===== src/rtl/tmr_scrub_pkg.sv =====
// tmr_scrub_pkg: shared types and helpers for the TMR scrub bank.
// Holds the scrubber state enum, width helpers and a saturating increment.
package tmr_scrub_pkg;

    typedef enum logic {
        IDLE = 1'b0,
        SCAN = 1'b1
    } scrub_state_t;

    // Widest counter the saturating helper supports.
    localparam int SAT_W = 32;

    function automatic int addr_w(input int n);
        return (n > 1) ? $clog2(n) : 1;
    endfunction

    function automatic int timer_w(input int p);
        return (p > 1) ? $clog2(p) : 1;
    endfunction

    function automatic logic [SAT_W-1:0] sat_inc(
        input logic [SAT_W-1:0] v,
        input logic [SAT_W-1:0] maxv
    );
        return (v == maxv) ? v : v + SAT_W'(1);
    endfunction

endpackage


===== src/rtl/tmr_vote_word.sv =====
// tmr_vote_word: bitwise 2-of-3 majority voter for one word.
// Ports: a/b/c copies in, vote out, mismatch high if any copy != vote.
module tmr_vote_word #(
    parameter int WIDTH = 8
) (
    input  logic [WIDTH-1:0] a,
    input  logic [WIDTH-1:0] b,
    input  logic [WIDTH-1:0] c,
    output logic [WIDTH-1:0] vote,
    output logic             mismatch
);

    assign vote = (a & b) | (b & c) | (c & a);

    assign mismatch = (a != vote) || (b != vote) || (c != vote);

endmodule


===== src/rtl/tmr_scrub_bank.sv =====
// tmr_scrub_bank: triplicated config word bank, voted reads, periodic scrub.
// Ports: CP/CDN clk+async reset, wr_*/rd_* user access, clr_cnt, seu_cnt,
// seu_pulse, scrub_busy. Define TMR_SEU_INJECT_EN to add inj_* ports.
module tmr_scrub_bank
    import tmr_scrub_pkg::*;
#(
    parameter int NWORDS       = 16,
    parameter int WIDTH        = 8,
    parameter int SCRUB_PERIOD = 256,
    parameter int CNT_W        = 8
) (
    input  logic                      CP,
    input  logic                      CDN,
    input  logic                      wr_en,
    input  logic [$clog2(NWORDS)-1:0] wr_addr,
    input  logic [WIDTH-1:0]          wr_data,
    input  logic [$clog2(NWORDS)-1:0] rd_addr,
    output logic [WIDTH-1:0]          rd_data,
    input  logic                      clr_cnt,
    output logic [CNT_W-1:0]          seu_cnt,
    output logic                      seu_pulse,
    output logic                      scrub_busy
`ifdef TMR_SEU_INJECT_EN
    ,
    input  logic                      inj_en,
    input  logic [1:0]                inj_copy,
    input  logic [$clog2(NWORDS)-1:0] inj_addr,
    input  logic [$clog2(WIDTH)-1:0]  inj_bit
`endif
);

    localparam int AW = addr_w(NWORDS);
    localparam int TW = timer_w(SCRUB_PERIOD);
    localparam logic [AW-1:0]    LAST    = AW'(NWORDS - 1);
    localparam logic [TW-1:0]    TC      = TW'(SCRUB_PERIOD - 1);
    localparam logic [SAT_W-1:0] CNT_MAX = SAT_W'({CNT_W{1'b1}});

    logic [WIDTH-1:0] mem0 [NWORDS];
    logic [WIDTH-1:0] mem1 [NWORDS];
    logic [WIDTH-1:0] mem2 [NWORDS];

    scrub_state_t  state;
    logic [AW-1:0] scan_addr;
    logic [TW-1:0] timer;

    logic [WIDTH-1:0] rd_vote;
    logic             rd_mis;
    logic [WIDTH-1:0] sc_vote;
    logic             sc_mis;
    logic             fix;

    tmr_vote_word #(.WIDTH(WIDTH)) u_rd_vote (
        .a       (mem0[rd_addr]),
        .b       (mem1[rd_addr]),
        .c       (mem2[rd_addr]),
        .vote    (rd_vote),
        .mismatch(rd_mis)
    );

    tmr_vote_word #(.WIDTH(WIDTH)) u_sc_vote (
        .a       (mem0[scan_addr]),
        .b       (mem1[scan_addr]),
        .c       (mem2[scan_addr]),
        .vote    (sc_vote),
        .mismatch(sc_mis)
    );

    // A user write to the word under scan replaces the repair entirely.
    assign fix = (state == SCAN) && sc_mis &&
                 !(wr_en && (wr_addr == scan_addr));

    // Later assignments override earlier ones on the same word/copy:
    // scrub write-back, then injection, then user write.
    always_ff @(posedge CP or negedge CDN) begin
        if (!CDN) begin
            for (int i = 0; i < NWORDS; i++) begin
                mem0[i] <= '0;
                mem1[i] <= '0;
                mem2[i] <= '0;
            end
            rd_data    <= '0;
            seu_cnt    <= '0;
            seu_pulse  <= 1'b0;
            scrub_busy <= 1'b0;
            timer      <= '0;
            scan_addr  <= '0;
            state      <= IDLE;
        end else begin
            rd_data   <= rd_vote;
            seu_pulse <= fix;

            if (clr_cnt) begin
                seu_cnt <= '0;
            end else if (fix) begin
                seu_cnt <= CNT_W'(sat_inc(SAT_W'(seu_cnt), CNT_MAX));
            end

            if (fix) begin
                mem0[scan_addr] <= sc_vote;
                mem1[scan_addr] <= sc_vote;
                mem2[scan_addr] <= sc_vote;
            end

`ifdef TMR_SEU_INJECT_EN
            if (inj_en) begin
                case (inj_copy)
                    2'd0: mem0[inj_addr] <= mem0[inj_addr] ^
                                            (WIDTH'(1) << inj_bit);
                    2'd1: mem1[inj_addr] <= mem1[inj_addr] ^
                                            (WIDTH'(1) << inj_bit);
                    2'd2: mem2[inj_addr] <= mem2[inj_addr] ^
                                            (WIDTH'(1) << inj_bit);
                    default: ;
                endcase
            end
`endif

            if (wr_en) begin
                mem0[wr_addr] <= wr_data;
                mem1[wr_addr] <= wr_data;
                mem2[wr_addr] <= wr_data;
            end

            case (state)
                IDLE: begin
                    if (timer == TC) begin
                        state      <= SCAN;
                        scan_addr  <= '0;
                        timer      <= '0;
                        scrub_busy <= 1'b1;
                    end else begin
                        timer <= timer + TW'(1);
                    end
                end
                SCAN: begin
                    scan_addr <= scan_addr + AW'(1);
                    if (scan_addr == LAST) begin
                        state      <= IDLE;
                        timer      <= '0;
                        scrub_busy <= 1'b0;
                    end
                end
                default: state <= IDLE;
            endcase
        end
    end

endmodule


===== config.mk =====
export PLATFORM = sky130hd
export DESIGN_NAME = tmr_scrub_bank
export DESIGN_NICKNAME = d
export VERILOG_FILES = /design/src/rtl/tmr_scrub_pkg.sv /design/src/rtl/tmr_vote_word.sv /design/src/rtl/tmr_scrub_bank.sv
export SDC_FILE = /design/constraint.sdc
export NUM_CORES = 1
export LEC_CHECK = 0
export CORE_MARGIN = 4
export CORE_UTILIZATION = 40
export DETAILED_ROUTE_END_ITERATION = 10
export DONT_BUFFER_PORTS = 1
export GPL_TIMING_DRIVEN = 0
export PLACE_DENSITY_LB_ADDON = 0.05
export SLEW_MARGIN = 15
export SYNTH_ARGS = -nofsm -noshare
export SYNTH_HDL_FRONTEND = slang
export SYNTH_SLANG_ARGS = --single-unit

===== constraint.sdc =====
create_clock -name CP -period 5.1 [get_ports CP]
set_clock_uncertainty 0.2 [all_clocks]
set_input_delay 1.53 -clock CP [delete_from_list [all_inputs] [get_ports CP]]
set_output_delay 1.53 -clock CP [all_outputs]
set_load 0.03 [all_outputs]

==> impl_metrics.ini <==
[run_status]
status = complete, but fails checks
violations = setup timing

[hold_path]
hp-class = flip-flop to flip-flop
hold_path_startpoint = timer[3]
hold_depth = 1
whs_endpoint = timer[3]

[cts]
clk_pin_slew_worst_paths_ns = 0.06
cts_tree = done
cts_buffer_depth = 3
cts.sinks = 415
cts_buffers = 50
clkLatencyLatePin_ns = 0.61
h-tree-depth = 2
clock-root-buffer = clkbuf_16

[yosys]
ys_seq_elements = 415
ys_types = 61
synth-edff-count = 0
ys_seq_area_frac = 0.423
synth_top_area_share = 0.423
syn_avg_cell_area_um2 = 11.4
async_flop_share = 1.00
syn_area_um2 = 24500
yosysMostFrequentCell = dfrtp_1
synthFlopType = dfrtp_1
yosys.area.top_type = dfrtp_1
yosys-top-cells-area = dfrtp_1 42%, mux4_2 20%, o221ai_1 6.9%, inv_1 4.5%, nand2_1 3.7%
synth_top_cells_by_count = 415 x dfrtp_1, 293 x inv_1, 240 x nand2_1, 219 x mux4_2, 192 x o221ai_1
synthesis.nets = 2181
synth_cells = 2155
yosys_warnings = 0

[finish]
fillers = 5727
drive_gt1_frac = 0.229
synthToLayoutAreaGrowth_pct = 11.6
final_util = 0.452
fin_cells = 3036
antenna_cells = 0
layout.nets = 2239

[global_routing]
grt_overflow_total = 0
grt_pass1_vias = 20000
grt.total_usage = 0.311
antenna_found_initial = 0
grt_pass1_wl_um = 147000
grt_start_max_net_pins = 416

[pwr]
ir_drop_uv = 245
powerDensity_nw_per_um2 = 426
leakagePower_uw = 0.0114

[setup_path]
crit_required_ns = 5.35
path_class = flip-flop to flip-flop
crit_arrival_ns = 5.35
critPathMaxFanout = 10
crit_start = scan_addr[1]
regToRegSetupSlack_ns = -0.007
cp-start-kind = flip-flop
r2r-start = scan_addr[1]
rr_endpoint = mem2[46]
reg2reg_depth = 15
critPathCaptureType = flip-flop

[floorplan]
fp.dieW_um = 256
top_level_ports = 38
dieArea_um2 = 65400
core_area_um2 = 60600
rows = 90
die_y_um = 256
start_util = 0.405

[routing]
routedWlPerCell_um = 34.2
dr.pass1.iters = 5
ant_nets = 0
drc = 0
drt-initial-drc-count = 2481
vias = 20100
wirelength_um = 104000
viasPerCell = 6.63

[timing]
fin_ws_ns = -0.00713
period_needed_ns = 5.11
tightest_slew_ns = 1.21
finalCritPeriodShare = 1.00
slew_viol_final = 0
fmax_ghz = 0.196
slew_headroom = 0.194
finalSetupTns_ns = -0.0178
hold_viol = 0
rsz0062_at_grt = yes
setup_viol = 4

[placement]
place_inst = 2940
portBuffers = 0
dpl.hpwl_um = 77800
gp_congestion = 0.968
dp_slack_ns = -0.922

[job]
maxCapViolCount = 0
-- critical path, stage by stage (launching register included) --
cell and delay, ns:
dfrtp_1 0.38, buf_4 0.29, buf_4 0.36, buf_4 0.38, buf_4 0.41, mux4_2 0.36
a22oi_1 0.19, nand2_1 0.13, o21ai_0 0.34, nand4_1 0.31, nor2_4 0.31, buf_4 0.30
a21o_1 0.14, buf_2 0.27, clkbuf_4 0.34, o221ai_1 0.17
-- state kept, by name (all words and copies together) (netlist names) --
| register | count |
|---|---|
| mem0 | 128 |
| state | 1 |
| timer | 8 |
| seu_cnt | 8 |
| seu_pulse | 1 |
| mem2 | 128 |
| scrub_busy | 1 |
| scan_addr | 4 |
| mem1 | 128 |
| rd_data | 8 |
-- logic make-up after synthesis --
group	synth area share
compound gates	0.199
fa+ha+maj	0.00632
mux	0.207
flops	0.423
xor+xnor	0.00250
simple gates	0.0751
buf+inv	0.0873
-- cell usage in the layout, fill, tap and decap left out, types with 5 or more instances in the layout --
master     count
a22oi_1       17
nor3_2         5
nand4_1        7
and3_1         7
ha_1           6
a22o_1        17
clkbuf_8      16
nand2_1      240
clkbuf_4       5
buf_6         21
clkbuf_16     51
a21oi_1       14
buf_2         50
nand2b_1       6
dfrtp_1      414
mux2_2         6
clkbuf_1     100
a221oi_1      42
o211ai_1      87
buf_4         25
buf_1         16
nor2b_1        8
o221ai_1     192
o221ai_2      60
inv_1        293
clkbuf_2      11
o31ai_2       11
o21ai_1        5
clkinv_2      11
and2_1         5
nand3_1       15
a21o_1        24
a211oi_1      16
nor3_1        13
or2_2         11
nor2_1        93
maj3_1         8
mux4_2       219
o31a_1        11
o21ai_0       40
-- what timing repair did --
action	CTS	global route
hold buffers	0	0
setup buffers	0	3
resized for setup	19	16
pin swaps	0	1
endpoints found under the setup margin	393	179
hold endpoints to repair	0	0
-- power breakdown --
group | internal [µW] | switching [µW]
logic | 1370 | 1670
registers | 4050 | 758
clock network | 2260 | 1540
-- final cells by class --
cell class | instances | area (µm²) | share of cell area
Buffer | 212 | 1120 | 0.0409
Clock buffer | 77 | 1530 | 0.0560
Clock inverter | 16 | 184 | 0.00672
Inverter | 294 | 1100 | 0.0403
Multi-Input combinational cell | 1234 | 12000 | 0.439
Sequential cell | 415 | 10400 | 0.379
Tap cell | 782 | 978 | 0.0357
Timing Repair Buffer | 6 | 45.0 | 0.00164
-- routing by layer --
layer,global-route usage,wire (µm),vias to the layer above
li1,-,-,8299
met1,0.442,44300,10600
met2,0.481,47000,1021
met3,0.0690,9040,173
met4,0.0922,3350,0
met5,0,0,-
-- metrics by stage --
step / cell area (µm²) / power (µW) / hold WS, ns
2_1_floorplan: 24500 / 6610 / 0.265
3_3_place_gp: 25500 / 7650 / 0.301
3_5_place_dp: 25600 / 7730 / 0.311
4_1_cts: 27300 / 11500 / 0.316
5_1_grt: 27400 / 12100 / 0.323
6_report: 27400 / 11700 / 0.312
-- worst max-delay path by stage --
stage	to	slack, ns	cells past startpoint
finish	mem2[46]	-0.007	15
global route	mem2[14]	-0.007	14
CTS	mem2[38]	0.05	14
detailed placement	mem2[54]	-0.92	15
global placement	mem2[46]	-0.95	15
floorplan	rd_data[0]	0.71	6
(Power assumes the default switching activity.)
